## config.mk

```make
export PLATFORM = sky130hd
export DESIGN_NAME = wash_cycle
export DESIGN_NICKNAME = d
export VERILOG_FILES = /design/src/rtl/wash_cycle.sv
export SDC_FILE = /design/constraint.sdc
export NUM_CORES = 1
export LEC_CHECK = 0
export BUFFER_PORTS_ARGS = -buffer_cell sky130_fd_sc_hd__buf_2
export CAP_MARGIN = 20
export CORE_AREA = 2 2 91 102
export CTS_CLUSTER_SIZE = 25
export DETAILED_ROUTE_END_ITERATION = 6
export DIE_AREA = 0 0 93 104
export GPL_TIMING_DRIVEN = 0
export PLACE_DENSITY = 0.63
export SLEW_MARGIN = 15
export SYNTH_ARGS = -nofsm -noshare
export SYNTH_HDL_FRONTEND = slang
export SYNTH_SLANG_ARGS = --single-unit
```

## constraint.sdc

```tcl
create_clock -name clk -period 3.5 [get_ports clk]
set_input_delay 0.175 -clock clk [delete_from_list [all_inputs] [get_ports clk]]
set_output_delay 0.175 -clock clk [all_outputs]
set_load 0.01 [all_outputs]
```

## src/rtl/wash_cycle.sv

```systemverilog
// wash_cycle: wash-program sequencer started by the billing stage's one-cycle
// `next` pulse. It latches the selected mode and runs wash -> rinse -> spin
// with a 1 s countdown, then emits a one-cycle `done` pulse.
//
// Ports:
//   clk          system clock, rising edge
//   rst          asynchronous, active-high reset
//   start        one-cycle pulse, starts a program (accepted only in IDLE)
//   mode         2-bit program select, sampled with start
//   pause        level, freezes the countdown while high
//   busy         high while a program runs
//   done         one-cycle pulse when a program completes
//   t_hi, t_lo   remaining seconds as two BCD digits
//   phase_light  bit0 wash, bit1 rinse, bit2 spin, bit7 paused
module wash_cycle #(
    parameter int TICK_DIV = 100_000_000
) (
    input  logic       clk,
    input  logic       rst,
    input  logic       start,
    input  logic [1:0] mode,
    input  logic       pause,
    output logic       busy,
    output logic       done,
    output logic [3:0] t_hi,
    output logic [3:0] t_lo,
    output logic [7:0] phase_light
);

    localparam int CW = (TICK_DIV > 1) ? $clog2(TICK_DIV) : 1;
    localparam logic [CW-1:0] TICK_LAST = CW'(TICK_DIV - 1);

    typedef enum logic [2:0] {IDLE, WASH, RINSE, SPIN, DONE} state_t;

    state_t          state;
    state_t          nxt_state;
    logic [1:0]      mode_q;
    logic [4:0]      phase_cnt;
    logic [4:0]      nxt_cnt;
    logic [CW-1:0]   tick_cnt;
    logic            tick;
    // Set on the first clock after reset release, so a start pulse that
    // coincides with reset deassertion is never taken.
    logic            armed;

    function automatic logic [4:0] wash_len(input logic [1:0] m);
        wash_len = 5'd0;
        case (m)
            2'b00: wash_len = 5'd0;
            2'b01: wash_len = 5'd10;
            2'b10: wash_len = 5'd15;
            2'b11: wash_len = 5'd20;
        endcase
    endfunction

    function automatic logic [4:0] rinse_len(input logic [1:0] m);
        rinse_len = 5'd0;
        case (m)
            2'b00: rinse_len = 5'd0;
            2'b01: rinse_len = 5'd6;
            2'b10: rinse_len = 5'd9;
            2'b11: rinse_len = 5'd12;
        endcase
    endfunction

    function automatic logic [4:0] spin_len(input logic [1:0] m);
        spin_len = 5'd0;
        case (m)
            2'b00: spin_len = 5'd6;
            2'b01: spin_len = 5'd4;
            2'b10: spin_len = 5'd6;
            2'b11: spin_len = 5'd8;
        endcase
    endfunction

    // Program total in seconds, already in BCD {tens, units}.
    function automatic logic [7:0] total_bcd(input logic [1:0] m);
        total_bcd = 8'h00;
        case (m)
            2'b00: total_bcd = 8'h06;
            2'b01: total_bcd = 8'h20;
            2'b10: total_bcd = 8'h30;
            2'b11: total_bcd = 8'h40;
        endcase
    endfunction

    function automatic logic [7:0] lamp(input state_t s, input logic p);
        lamp = {p, 7'b0000000};
        case (s)
            WASH:    lamp[0] = 1'b1;
            RINSE:   lamp[1] = 1'b1;
            SPIN:    lamp[2] = 1'b1;
            default: lamp = 8'h00;
        endcase
    endfunction

    // Tick detection and phase advance for the running states.
    always_comb begin
        tick      = 1'b0;
        nxt_state = state;
        nxt_cnt   = phase_cnt;
        if ((state == WASH || state == RINSE || state == SPIN) &&
            !pause && tick_cnt == TICK_LAST) begin
            tick    = 1'b1;
            nxt_cnt = phase_cnt - 5'd1;
            if (phase_cnt == 5'd1) begin
                case (state)
                    WASH: begin
                        nxt_state = RINSE;
                        nxt_cnt   = rinse_len(mode_q);
                    end
                    RINSE: begin
                        nxt_state = SPIN;
                        nxt_cnt   = spin_len(mode_q);
                    end
                    SPIN: begin
                        nxt_state = DONE;
                        nxt_cnt   = 5'd0;
                    end
                    default: ;
                endcase
            end
        end
    end

    always_ff @(posedge clk or posedge rst) begin
        if (rst) begin
            state       <= IDLE;
            mode_q      <= 2'b00;
            phase_cnt   <= 5'd0;
            tick_cnt    <= '0;
            armed       <= 1'b0;
            busy        <= 1'b0;
            done        <= 1'b0;
            t_hi        <= 4'd0;
            t_lo        <= 4'd0;
            phase_light <= 8'h00;
        end else begin
            armed <= 1'b1;
            case (state)
                IDLE: begin
                    busy        <= 1'b0;
                    done        <= 1'b0;
                    phase_light <= 8'h00;
                    if (start && armed) begin
                        mode_q         <= mode;
                        {t_hi, t_lo}   <= total_bcd(mode);
                        tick_cnt       <= '0;
                        busy           <= 1'b1;
                        // Spin-only skips the zero-length wash and rinse.
                        if (mode == 2'b00) begin
                            state       <= SPIN;
                            phase_cnt   <= spin_len(mode);
                            phase_light <= lamp(SPIN, pause);
                        end else begin
                            state       <= WASH;
                            phase_cnt   <= wash_len(mode);
                            phase_light <= lamp(WASH, pause);
                        end
                    end
                end
                WASH, RINSE, SPIN: begin
                    if (!pause) begin
                        tick_cnt <= tick ? '0 : tick_cnt + CW'(1);
                    end
                    if (tick) begin
                        if (t_lo == 4'd0) begin
                            t_lo <= 4'd9;
                            t_hi <= t_hi - 4'd1;
                        end else begin
                            t_lo <= t_lo - 4'd1;
                        end
                        state     <= nxt_state;
                        phase_cnt <= nxt_cnt;
                    end
                    busy        <= (nxt_state != DONE);
                    done        <= (nxt_state == DONE);
                    phase_light <= lamp(nxt_state, pause);
                end
                DONE: begin
                    state       <= IDLE;
                    busy        <= 1'b0;
                    done        <= 1'b0;
                    phase_light <= 8'h00;
                end
                default: state <= IDLE;
            endcase
        end
    end

endmodule
```

### Word-level counts from Yosys, hierarchy flattened

Cells that the tools add are included.

* register bits: 56
* latch bits: 0
* bits in writable memories: 0
* ROM bits: 0
* input bits: 6
* logic and storage cells: 100
* memories kept: 0

* $add $sub $neg: 4
* multiply operators: 0
* divide/modulo/power cells: 0
* magnitude comparators: 0
* equality and inequality tests: 22
* shift-type cells: 0
* mux-type cells: 41
* bitwise logic cells: 0
* reductions and logical operators: 23

Operators with widths (number)
* $mux W27: 3
* $pmux W27 S2: 1
* $pmux W5 S3: 3
* $pmux W8 S4: 1
* $mux W5: 6
* $add A27 B1 Y27 const B: 1
* $eq A27 B27 Y1 const B: 1
* $mux W4: 6
* $pmux W8 S3: 1
* $pmux W5 S4: 1
* $pmux W4 S2: 2
* $mux W3: 5
* $eq A3 B2 Y1 const B: 4
* $ne A2 B2 Y1 const B: 5
* $pmux W5 S2: 1
* $pmux W3 S3: 1
* $eq A2 B2 Y1 const B: 4
* $mux W8: 1
* $reduce_and A4 Y1: 2
* $sub A4 B1 Y4 const B: 2
* $eq A3 B1 Y1 const B: 2
* $eq A3 B3 Y1 const B: 2
* $pmux W3 S2: 1
* $reduce_and A3 Y1: 2
* 19 further kinds: 32

### Logic depth before layout (Yosys ltp)

Gate-level depths: netlist (run 1).

* depth in word-level cells: 10
* gate-level depth with buffers: 8

### Worst setup path after synthesis (run 1)

Ideal clock, no wire load.

* path type: flip-flop to flip-flop
* start point: reg tick_cnt[0]
* end point: reg t_lo[3]
* setup time: 0.078 ns
* arrival: 1.990 ns
* setup slack: 1.432 ns
* cell stages (with the launch flop): 7
* buffers on the path: 0
* clock period less this slack: 2.068 ns
* path through: dfrtp_1 -> ha_1 -> nor4bb_1 -> nand3_1 -> o21a_4 -> or4_1 -> a21oi_1

* longest elaborated chain between the ends: 5

Ends and longest elaborated chain
* from (decl): line 40 `logic [CW-1:0] tick_cnt;`
* from (signal assigned): line 164 `tick_cnt <= tick ? '0 : tick_cnt + CW'(1);`
* $eq A27 B27 Y1: line 103 `!pause && tick_cnt == TICK_LAST) begin`
* $logic_and A1 B1 Y1: line 103
* $mux W1: line 102 `if ((state == WASH || state == RINSE || state == SPIN) &&`
* $ne A2 B2 Y1 (no source line)
* $reduce_and A3 Y1 (no source line)
* to (signal assigned): line 147 `{t_hi, t_lo} <= total_bcd(mode);`
* to (signal assigned): line 171 `t_lo <= t_lo - 4'd1;`
* to (decl): line 26 `output logic [3:0] t_lo,`

Every way passes these cells.
A chain may end at the register's enable or synchronous reset.

### Worst setup path after layout (run 1)

* start point: reg tick_cnt[0]
* end point: reg state[1]

* longest elaborated chain between the ends: 5

Ends and longest elaborated chain
* $eq A27 B27 Y1 *: line 103
* $logic_and A1 B1 Y1 *: line 103
* $mux W3 / $mux W1 (equally long branches): line 102
* $mux W3 / $ne A2 B2 Y1 (equally long branches)
* $pmux W3 S2 / $reduce_and A2 Y1 (equally long branches)
* to (signal assigned): line 173 `state <= nxt_state;`
* to (decl): line 35 `state_t state;`

Every way passes the cells marked *; elsewhere a longest branch is shown, timed or not. The select of a mux whose other input is x is not followed.

==> out/metrics.csv, run 1 <==
metric,value,unit
hold buffer count at CTS,0,
length in cells of the worst reg-to-reg path,6,
Setup Buffers After CTS,0,
Syn. warnings,0,
"commonest non-fill, non-tap cell in the layout",dfrtp_1,
Core Area,0.00865,sq mm
Critical Path Fanout Max,7,
die area,0.00967,sq mm
Finished Layout Cells,479,
Setup crit start,tick_cnt[0]$_DFFE_PP0P_,
Worst-Margin Slew,0.964,ns
Area growth syn-to-layout,11.6,%
# IOs,24,
Vias/cell,5.24,
Synth Cell Area,0.00306,sq mm
WP data required,3.72,ns
syn_area_per_cell,9.12,sq um
Slowest cell on crit path,o21ai_1,
number of instances resized during post-cts repair,0,
clk_lat worst skew,0.30,ns
Root Buffer,clkbuf_8,
diode count,0,
fin crit period,2.46,ns
WP data arrival,2.68,ns
crit path to,state[1]$_DFFE_PP0P_,
HP Class,in2async,
Synth cell types,58,
I/O Buffers,19,
"IR drop worst, VDD",0.146,mV
H-tree levels,2,
GRT met1 Usage,0.214,
Detailed Place HPWL,5.09,mm
clock power share,0.291,
maxcap violations,0,
Yosys top cell area share,0.426,
Die Y,104,microns
status,"complete, but fails checks",
Final WS setup,1.04,ns
Crit Path Category,reg2reg,
reg2reg start,tick_cnt[0]$_DFFE_PP0P_,
# rows,36,
vias in the first global route,2466,
Cells after DPL,472,
unrepaired setup endpoints after global routing,false,
Post-DRT Antenna Nets,0,
asr flop ratio synth,1.00,
Fin Hold WS,-0.0212,ns
"CTS clk-pin slew, worst paths",0.09,ns
vias post-DR,2508,
Psw,311,uW
WL/cell,14.4,microns
FF-to-FF End,state[1]$_DFFE_PP0P_,
Setup TNS,0,ns
layout cell share with drive strength beyond 1,0.140,
"top cells by area, synth","dfrtp_1 43%, xnor2_1 5.4%, nor2_1 4.9%, ha_1 3.7%, nand2_1 3.7%",
Lkg Pwr,1.48,nW
"Primary FF master, synth",dfrtp_1,
part of the power in registers,0.601,
crit path cell chain,ha_1 > nor4bb_1 > nand3_1 > o21ai_1 > nand2_1 > o31ai_1,
internal power,826,uW
GR Util All Layers,0.150,
clk sink count,52,
placed cell areas,0.00333,sq mm
initial antenna violation count,0,
fmax,406,MHz
#FFs+latches synth,52,
Critical Path End Type,flip-flop,
failing checks,negative hold slack,
dpl ws,1.06,ns
global-route wire length before repair,12.0,mm
Synth area leader,dfrtp_1,
grt peak-use layer,met2,
Pre-antenna DRT Iters,4,
fin. max-slew vios,0,
delay of the slowest critical-path stage,0.56,ns
Total Routed Length,6.88,mm
Pwr per Cell Area,334,mW/mm^2
Initial Util,0.353,
GR Util met3,0.0225,
met2 usage,0.241,
post-synthesis sequential area ratio,0.426,
width of the die,93,microns
Clock Skew,0.00573,ns
Final GP Congestion,0.902,
Syn Inst Count,335,
largest net degree at the start of global routing,32,
CTS Buf Count,5,
"commonest cells after routing, fill and taps aside","52 x dfrtp_1, 40 x nor2_1, 30 x nand2_1",
proportion of power drawn by combinational gates,0.108,
CP startpoint kind,flip-flop,
"EDFF count, synth",0,
"Period Utilization, post-route",0.703,
gr ovfl total,0,
Iter 0 DRT Violations,125,
final instance area,0.00341,sq mm
Sw Ratio,0.274,
TritonCTS clock tree,yes,
slew margin rel.,0.348,
"Hold Violations, Final",30,
Longest Clk Path Bufs,2,
Layout Nets,380,
r2r setup slk,1.04,ns
final setup vio count,0,
Post-route DRC,0,
## state kept, by name, indices dropped and copies added (netlist names)
name	cells
mode_q	2
tick_cnt	27
done	1
busy	1
phase_cnt	5
t_lo	4
t_hi	4
phase_light	4
state	3
armed	1
## layer usage
metal	vias to the layer above	share of wire
li1	1246	-
met5	-	0
met4	0	0.011
met3	5	0.028
met2	46	0.47
met1	1211	0.49
## cells in the mapped netlist (2+ instances only)
cell type and instances:
a21o_1 4, a21oi_1 15, a22o_1 3, a2bb2oi_1 2, a31o_2 4, a31oi_1 5, and3_1 3, buf_2 3
buf_4 4, clkbuf_1 13, conb_1 2, dfrtp_1 52, ha_1 9, inv_1 14, mux2_2 3, mux2i_1 3
nand2_1 30, nand2b_1 6, nand3_1 10, nand3b_1 4, nand4_1 10, nand4bb_1 3, nor2_1 40, nor3_1 12
nor3_2 2, nor4_1 5, nor4b_1 3, o21ai_0 12, o21ai_1 2, o31ai_1 4, or2_2 2, or4_1 3
xnor2_1 19, xor2_1 5
## power groups by stage
stage | Combinational, mW | Clock, mW | Sequential [mW]
finish | 0.123 | 0.331 | 0.684
global route | 0.142 | 0.370 | 0.689
CTS | 0.125 | 0.343 | 0.682
detailed placement | 0.125 | 0 | 0.694
global placement | 0.117 | 0 | 0.691
floorplan | 0.0930 | 0 | 0.683
## cell families (layout without fill, tap and decap cells)
| logic type | count (synthesis) | count (layout) | synth area share |
|---|---|---|---|
| flops | 52 | 52 | 0.426 |
| buf+inv | 34 | 61 | 0.0479 |
| xor+xnor | 24 | 24 | 0.0688 |
| compound gates | 63 | 63 | 0.138 |
| simple gates | 145 | 145 | 0.259 |
| fa+ha+maj | 9 | 9 | 0.0369 |
| other cells | 2 | 5 | 0.00246 |
| mux | 6 | 6 | 0.0209 |
## cell type report
type | instances | area, sq um
tap | 114 | 143
timing repair buffer | 20 | 123
inverter | 14 | 52.6
buffer | 20 | 93.8
clock buffer | 6 | 72.6
fill | 888 | 5240
clock inverter | 1 | 5.00
sequential | 52 | 1300
multi-input combinational | 252 | 1620
## worst min-delay path by stage
stage | start | endpoint | slack, ns | depth (start not counted)
floorplan | mode[0] | mode_q[0]$_DFFE_PP0P_ | 0.29 | 2
global placement | mode[0] | mode_q[0]$_DFFE_PP0P_ | 0.46 | 3
detailed placement | rst | tick_cnt[2]$_DFFE_PP0P_ | 0.35 | 2
CTS | rst | tick_cnt[10]$_DFFE_PP0P_ | 0.003 | 2
global route | rst | tick_cnt[2]$_DFFE_PP0P_ | 0.04 | 2
finish | rst | phase_light[7]$_DFFE_PP0P_ | -0.02 | 2
## through the flow
step	utilization	power (mW)	hold slack, ns
5_1_grt	0.394	1.20	0.0366
6_report	0.394	1.14	-0.0212
3_3_place_gp	0.382	0.808	0.457
3_5_place_dp	0.385	0.819	0.347
4_1_cts	0.394	1.15	0.00299
2_1_floorplan	-	0.776	0.292
## critical path, delay by kind of cell, from the launching register on
kind                     cells  cell delay (ns)
adder cells (fa/ha/maj)      1             0.26
flip-flops                   1             0.42
AO/OA/AOI/OAI                2             0.84
AND/OR/NAND/NOR              3             0.85
No activity file was read; power rests on OpenSTA's default activity.
==> inputs of run 2 (changes only) <==
--- a/config.mk
+++ b/config.mk
@@ -12,7 +12,7 @@
 export DETAILED_ROUTE_END_ITERATION = 6
 export DIE_AREA = 0 0 93 104
 export GPL_TIMING_DRIVEN = 0
-export PLACE_DENSITY = 0.63
+export PLACE_DENSITY = 0.65
 export SLEW_MARGIN = 15
 export SYNTH_ARGS = -nofsm -noshare
 export SYNTH_HDL_FRONTEND = slang
==> constraint.sdc (replaced) <==
create_clock -name clk -period 2.1 [get_ports clk]
set_input_delay 0.105 -clock clk [delete_from_list [all_inputs] [get_ports clk]]
set_output_delay 0.105 -clock clk [all_outputs]
set_load 0.01 [all_outputs]
==> run 2 against run 1 <==
Compared with the run above:
- the flow finishes with violations (negative setup slack)
- die area is the same
- sequential share of layout area is 4.4 points lower
- register-to-register slack got worse by 1.1 ns
- combinational power rose by 120%
- final cell count is 4.6% higher
==> out/metrics.csv, run 2 (same netlist as run 1, synthesis figures left out) <==
metric,value,unit
Crit Path Category,reg2reg,
WHS Endpoint,mode_q[0]$_DFFE_PP0P_,
clk_lat worst skew,0.32,ns
Setup crit start,tick_cnt[10]$_DFFE_PP0P_,
"CTS clk-pin slew, worst paths",0.09,ns
Post-route DRC,0,
"Hold Violations, Final",0,
Util after Layout,0.447,
WL/cell,15.2,microns
maxcap violations,0,
# fillers,833,
"IR drop worst, VDD",0.270,mV
Root Buffer,clkbuf_8,
HP Class,in2reg,
unrepaired setup endpoints after global routing,true,
Iter 0 DRT Violations,164,
Layout Nets,401,
Final WS setup,-0.0810,ns
Cells on Worst Hold Path,3,
delay of the slowest critical-path stage,0.58,ns
CP startpoint kind,flip-flop,
"Most flops, register",tick_cnt,
global-route wire length before repair,12.7,mm
Worst-Margin Slew,0.711,ns
"commonest cells after routing, fill and taps aside","50 x dfrtp_1, 40 x nor2_1, 30 x nand2_1",
Hold Path Origin,mode[0],
FF-to-FF End,phase_cnt[1]$_DFFE_PP0P_,
reg2reg start,tick_cnt[10]$_DFFE_PP0P_,
vias in the first global route,2548,
GR Util All Layers,0.162,
register area,0.00130,sq mm
# IOs,24,
I/O Buffers,19,
gr ovfl total,0,
grt peak-use layer,met2,
Post-DRT Antenna Nets,0,
initial antenna violation count,0,
# rows,36,
GR Util met3,0.0246,
Pwr Total,2.18,mW
Area growth syn-to-layout,26.4,%
clk sink count,52,
length in cells of the worst reg-to-reg path,5,
Die Y,104,microns
max reg flops,27,
Initial Util,0.353,
fmax,458,MHz
met2 usage,0.248,
Detailed Place HPWL,4.95,mm
CP top delay family,simple AND/OR/NAND/NOR gates,
H-tree levels,2,
largest registers,"tick_cnt (27), phase_cnt (5)",
width of the die,93,microns
fin. max-slew vios,0,
vias post-DR,2650,
Pwr per Cell Area,566,mW/mm^2
fin crit period,2.18,ns
WP data arrival,2.39,ns
status,"complete, but fails checks",
Final GP Congestion,0.904,
Core Area,0.00865,sq mm
slew margin rel.,0.524,
"commonest non-fill, non-tap cell in the layout",dfrtp_1,
GRT met1 Usage,0.235,
TritonCTS clock tree,yes,
layout cell share with drive strength beyond 1,0.264,
Slowest cell on crit path,or4_4,
Bufs and invs on worst path,0,
Vias/cell,5.29,
Lkg Pwr,1.72,nW
footprint of the multi-input gates,0.00182,sq mm
Total Routed Length,7.62,mm
Critical Path End Type,flip-flop,
final instance area,0.00386,sq mm
failing checks,negative setup slack,
"Period Utilization, post-route",1.04,
largest net degree at the start of global routing,32,
placed cell areas,0.00333,sq mm
WP data required,2.31,ns
final setup vio count,15,
Pre-antenna DRT Iters,5,
CTS Buf Count,5,
die area,0.00967,sq mm
diode count,0,
crit path cell chain,nand4bb_4 > or4_4 > o21a_4 > nor2_4 > mux2_2,
Longest Clk Path Bufs,2,
Critical Path Fanout Max,5,
Setup TNS,-0.281,ns
Clock Skew,0.00378,ns
r2r setup slk,-0.08,ns
run 2: layout make-up:
type	count	share of cell area
tap	114	0.0369
sequential	52	0.338
multi-input combinational	252	0.470
inverter	14	0.0136
clock buffer	7	0.0249
timing repair buffer	44	0.0810
buffer	17	0.0279
clock inverter	1	0.00777
run 2: worst register-to-register path: stages (launching register included):
cell	delay [ns]
dfrtp_1	0.41
nand4bb_4	0.25
or4_4	0.58
o21a_4	0.26
nor2_4	0.21
mux2_2	0.36
run 2: worst max path at each step:
stage	slack, ns	cells after the start	to
2_1_floorplan	0.03	6	t_lo[3]$_DFFE_PP0P_
3_3_place_gp	-0.34	6	state[1]$_DFFE_PP0P_
3_5_place_dp	-0.35	6	state[1]$_DFFE_PP0P_
4_1_cts	-0.03	5	t_lo[3]$_DFFE_PP0P_
5_1_grt	-0.1	5	t_lo[3]$_DFFE_PP0P_
6_report	-0.08	5	phase_cnt[1]$_DFFE_PP0P_
run 2: through the flow:
step / hold WS [ns] / worst slack [ns] / std cells
after detailed placement: 0.268 / -0.353 / 472
after floorplan: 0.222 / 0.0324 / 338
after global placement: 0.387 / -0.339 / 471
after CTS: 0.0530 / -0.0251 / 494
final: 0.0603 / -0.0810 / 501
after global routing: 0.0971 / -0.0967 / 501
run 2: repair_timing:
| action | CTS | global route |
|---|---|---|
| endpoints found under the hold margin | 30 | 0 |
| endpoints found under the setup margin | 45 | 44 |
| cloned | 0 | 0 |
| resized for setup | 21 | 33 |
| hold buffers | 1 | 0 |
| buffers inserted | 15 | 8 |
| pin swaps | 7 | 20 |
run 2: power breakdown:
part | leakage (nW) | total, mW | switching [mW] | internal (mW)
clock | 0.0645 | 0.766 | 0.346 | 0.421
sequential | 0.654 | 1.15 | 0.0847 | 1.06
combinational | 1.00 | 0.270 | 0.142 | 0.128
run 2: per-layer routing:
layer,share of wire,routed length [microns]
met2,0.46,3510
met5,0,0
met3,0.040,307
met1,0.48,3660
met4,0.019,148
==> inputs of run 3 (changes only) <==
--- a/config.mk
+++ b/config.mk
@@ -13,6 +13,7 @@
 export DIE_AREA = 0 0 93 104
 export GPL_TIMING_DRIVEN = 0
 export PLACE_DENSITY = 0.65
+export REMOVE_ABC_BUFFERS = 1
 export SLEW_MARGIN = 15
 export SYNTH_ARGS = -nofsm -noshare
 export SYNTH_HDL_FRONTEND = slang
==> run 3 against run 2 <==
Compared with the run above:
- the run still ends with negative setup slack left
- wire length up 0.28%
- combinational power is 3% higher
- first-iteration DRC count rose by 29%
- utilization down 1.4 points
- total power is 10% lower
- hold slack improved by 0.054 ns
- fmax rose by 3.4%
==> out/metrics.csv, run 3 (same netlist as run 1, synthesis figures left out) <==
metric,value,unit
# rows,36,
TritonCTS clock tree,yes,
WP data arrival,2.31,ns
Vias/cell,5.44,
gr ovfl total,0,
Post-DRT Antenna Nets,0,
Layout Nets,393,
Hold Path Origin,mode[0],
internal power,1.41,mW
"IR drop worst, VDD",0.292,mV
WP data required,2.30,ns
clk_lat worst skew,0.31,ns
Lkg Pwr,1.63,nW
Pwr Total,1.96,mW
Critical Path Fanout Max,5,
# fillers,848,
Pwr per Cell Area,523,mW/mm^2
layout cell share with drive strength beyond 1,0.258,
# IOs,24,
dpl ws,-0.675,ns
Finished Layout Cells,490,
clk sink count,52,
part of the power in registers,0.583,
max reg flops,27,
proportion of power drawn by combinational gates,0.142,
fin crit period,2.11,ns
Core Area,0.00865,sq mm
status,"complete, but fails checks",
Setup TNS,-0.0170,ns
Detailed Place HPWL,4.74,mm
fmax,474,MHz
I/O Buffers,19,
HP Class,in2reg,
diode count,0,
vias post-DR,2664,
width of the die,93,microns
final setup vio count,2,
"commonest cells after routing, fill and taps aside","48 x dfrtp_1, 39 x nor2_1, 30 x nand2_1",
maxcap violations,0,
Area growth syn-to-layout,22.4,%
"Period Utilization, post-route",1.00,
"CTS clk-pin slew, worst paths",0.09,ns
Pre-antenna DRT Iters,4,
clock power share,0.275,
largest net degree at the start of global routing,29,
"commonest non-fill, non-tap cell in the layout",dfrtp_1,
Post-route DRC,0,
"Most flops, register",tick_cnt,
"Hold Violations, Final",0,
Final GP Congestion,0.806,
Longest Clk Path Bufs,2,
failing checks,negative setup slack,
CP startpoint kind,flip-flop,
largest registers,"tick_cnt (27), phase_cnt (5)",
H-tree levels,2,
Sw Ratio,0.277,
unrepaired setup endpoints after global routing,true,
GR Util All Layers,0.159,
global-route wire length before repair,12.6,mm
Die Y,104,microns
Total Routed Length,7.65,mm
Worst-Margin Slew,0.644,ns
die area,0.00967,sq mm
reg2reg start,tick_cnt[12]$_DFFE_PP0P_,
Util after Layout,0.432,
Initial Util,0.353,
Root Buffer,clkbuf_8,
CTS Buf Count,5,
Setup crit start,tick_cnt[12]$_DFFE_PP0P_,
vias in the first global route,2603,
Critical Path End Type,flip-flop,
Cells after DPL,452,
Psw,542,uW
fin. max-slew vios,0,
WL/cell,15.6,microns
Iter 0 DRT Violations,212,
slew margin rel.,0.571,
Final WS setup,-0.00867,ns
initial antenna violation count,0,
Crit Path Category,reg2reg,
Clock Skew,0.0120,ns
## run 3: power groups by stage
stage | sequential, mW | combinational (mW) | clock [mW]
after floorplan | 1.14 | 0.148 | 0
after global placement | 1.15 | 0.185 | 0
after detailed placement | 1.16 | 0.192 | 0
after CTS | 1.13 | 0.232 | 0.556
after global routing | 1.15 | 0.317 | 0.577
final | 1.14 | 0.279 | 0.537
## run 3: final timing paths
kind	depth (start not counted)	slack (ns)	to
worst max-delay path	5	-0.009	phase_cnt[1]$_DFFE_PP0P_
worst min-delay path	3	0.11	mode_q[0]$_DFFE_PP0P_
worst max register to register	5	-0.009	phase_cnt[1]$_DFFE_PP0P_
worst min register to register	1	0.53	done$_DFFE_PP0P_
max in group asynchronous	4	1.14	tick_cnt[2]$_DFFE_PP0P_
min in group asynchronous	3	0.39	phase_cnt[4]$_DFFE_PP0P_
## run 3: routing by layer
layer,vias to the layer above,track usage,part of all wire
met2,40,0.270,0.52
met3,6,0.0232,0.027
met1,1350,0.209,0.45
met4,0,0.0494,0.0094
met5,-,0,0
li1,1268,-,-
## run 3: final cells by class
type,count,area [sq um],area share
flip-flops and latches,52,1310,0.349
inverters,14,52.6,0.0141
multi-input cells,253,1800,0.480
repair buffers,52,374,0.100
clock buffers,5,68.8,0.0184
well taps,114,143,0.0381
## run 3: repair_timing
action / CTS / global route
endpoints found under the setup margin: 46 / 42
cloned: 1 / 0
resized for setup: 18 / 16
setup buffers: 24 / 7
pin swaps: 10 / 11
hold endpoints to repair: 24 / 0
hold buffers: 1 / 0
## run 3: critical path: stages, from the launching register on
cell,delay (ns)
dfrtp_1,0.41
nand4bb_4,0.24
or4_4,0.55
o21a_4,0.26
nor2_4,0.21
mux2_4,0.33
## run 3: stage by stage
step | hold slack [ns] | area, sq um
floorplan | 0.222 | 2970
global placement | 0.414 | 3210
detailed placement | 0.196 | 3240
CTS | 0.0968 | 3580
global route | 0.119 | 3740
finish | 0.114 | 3740
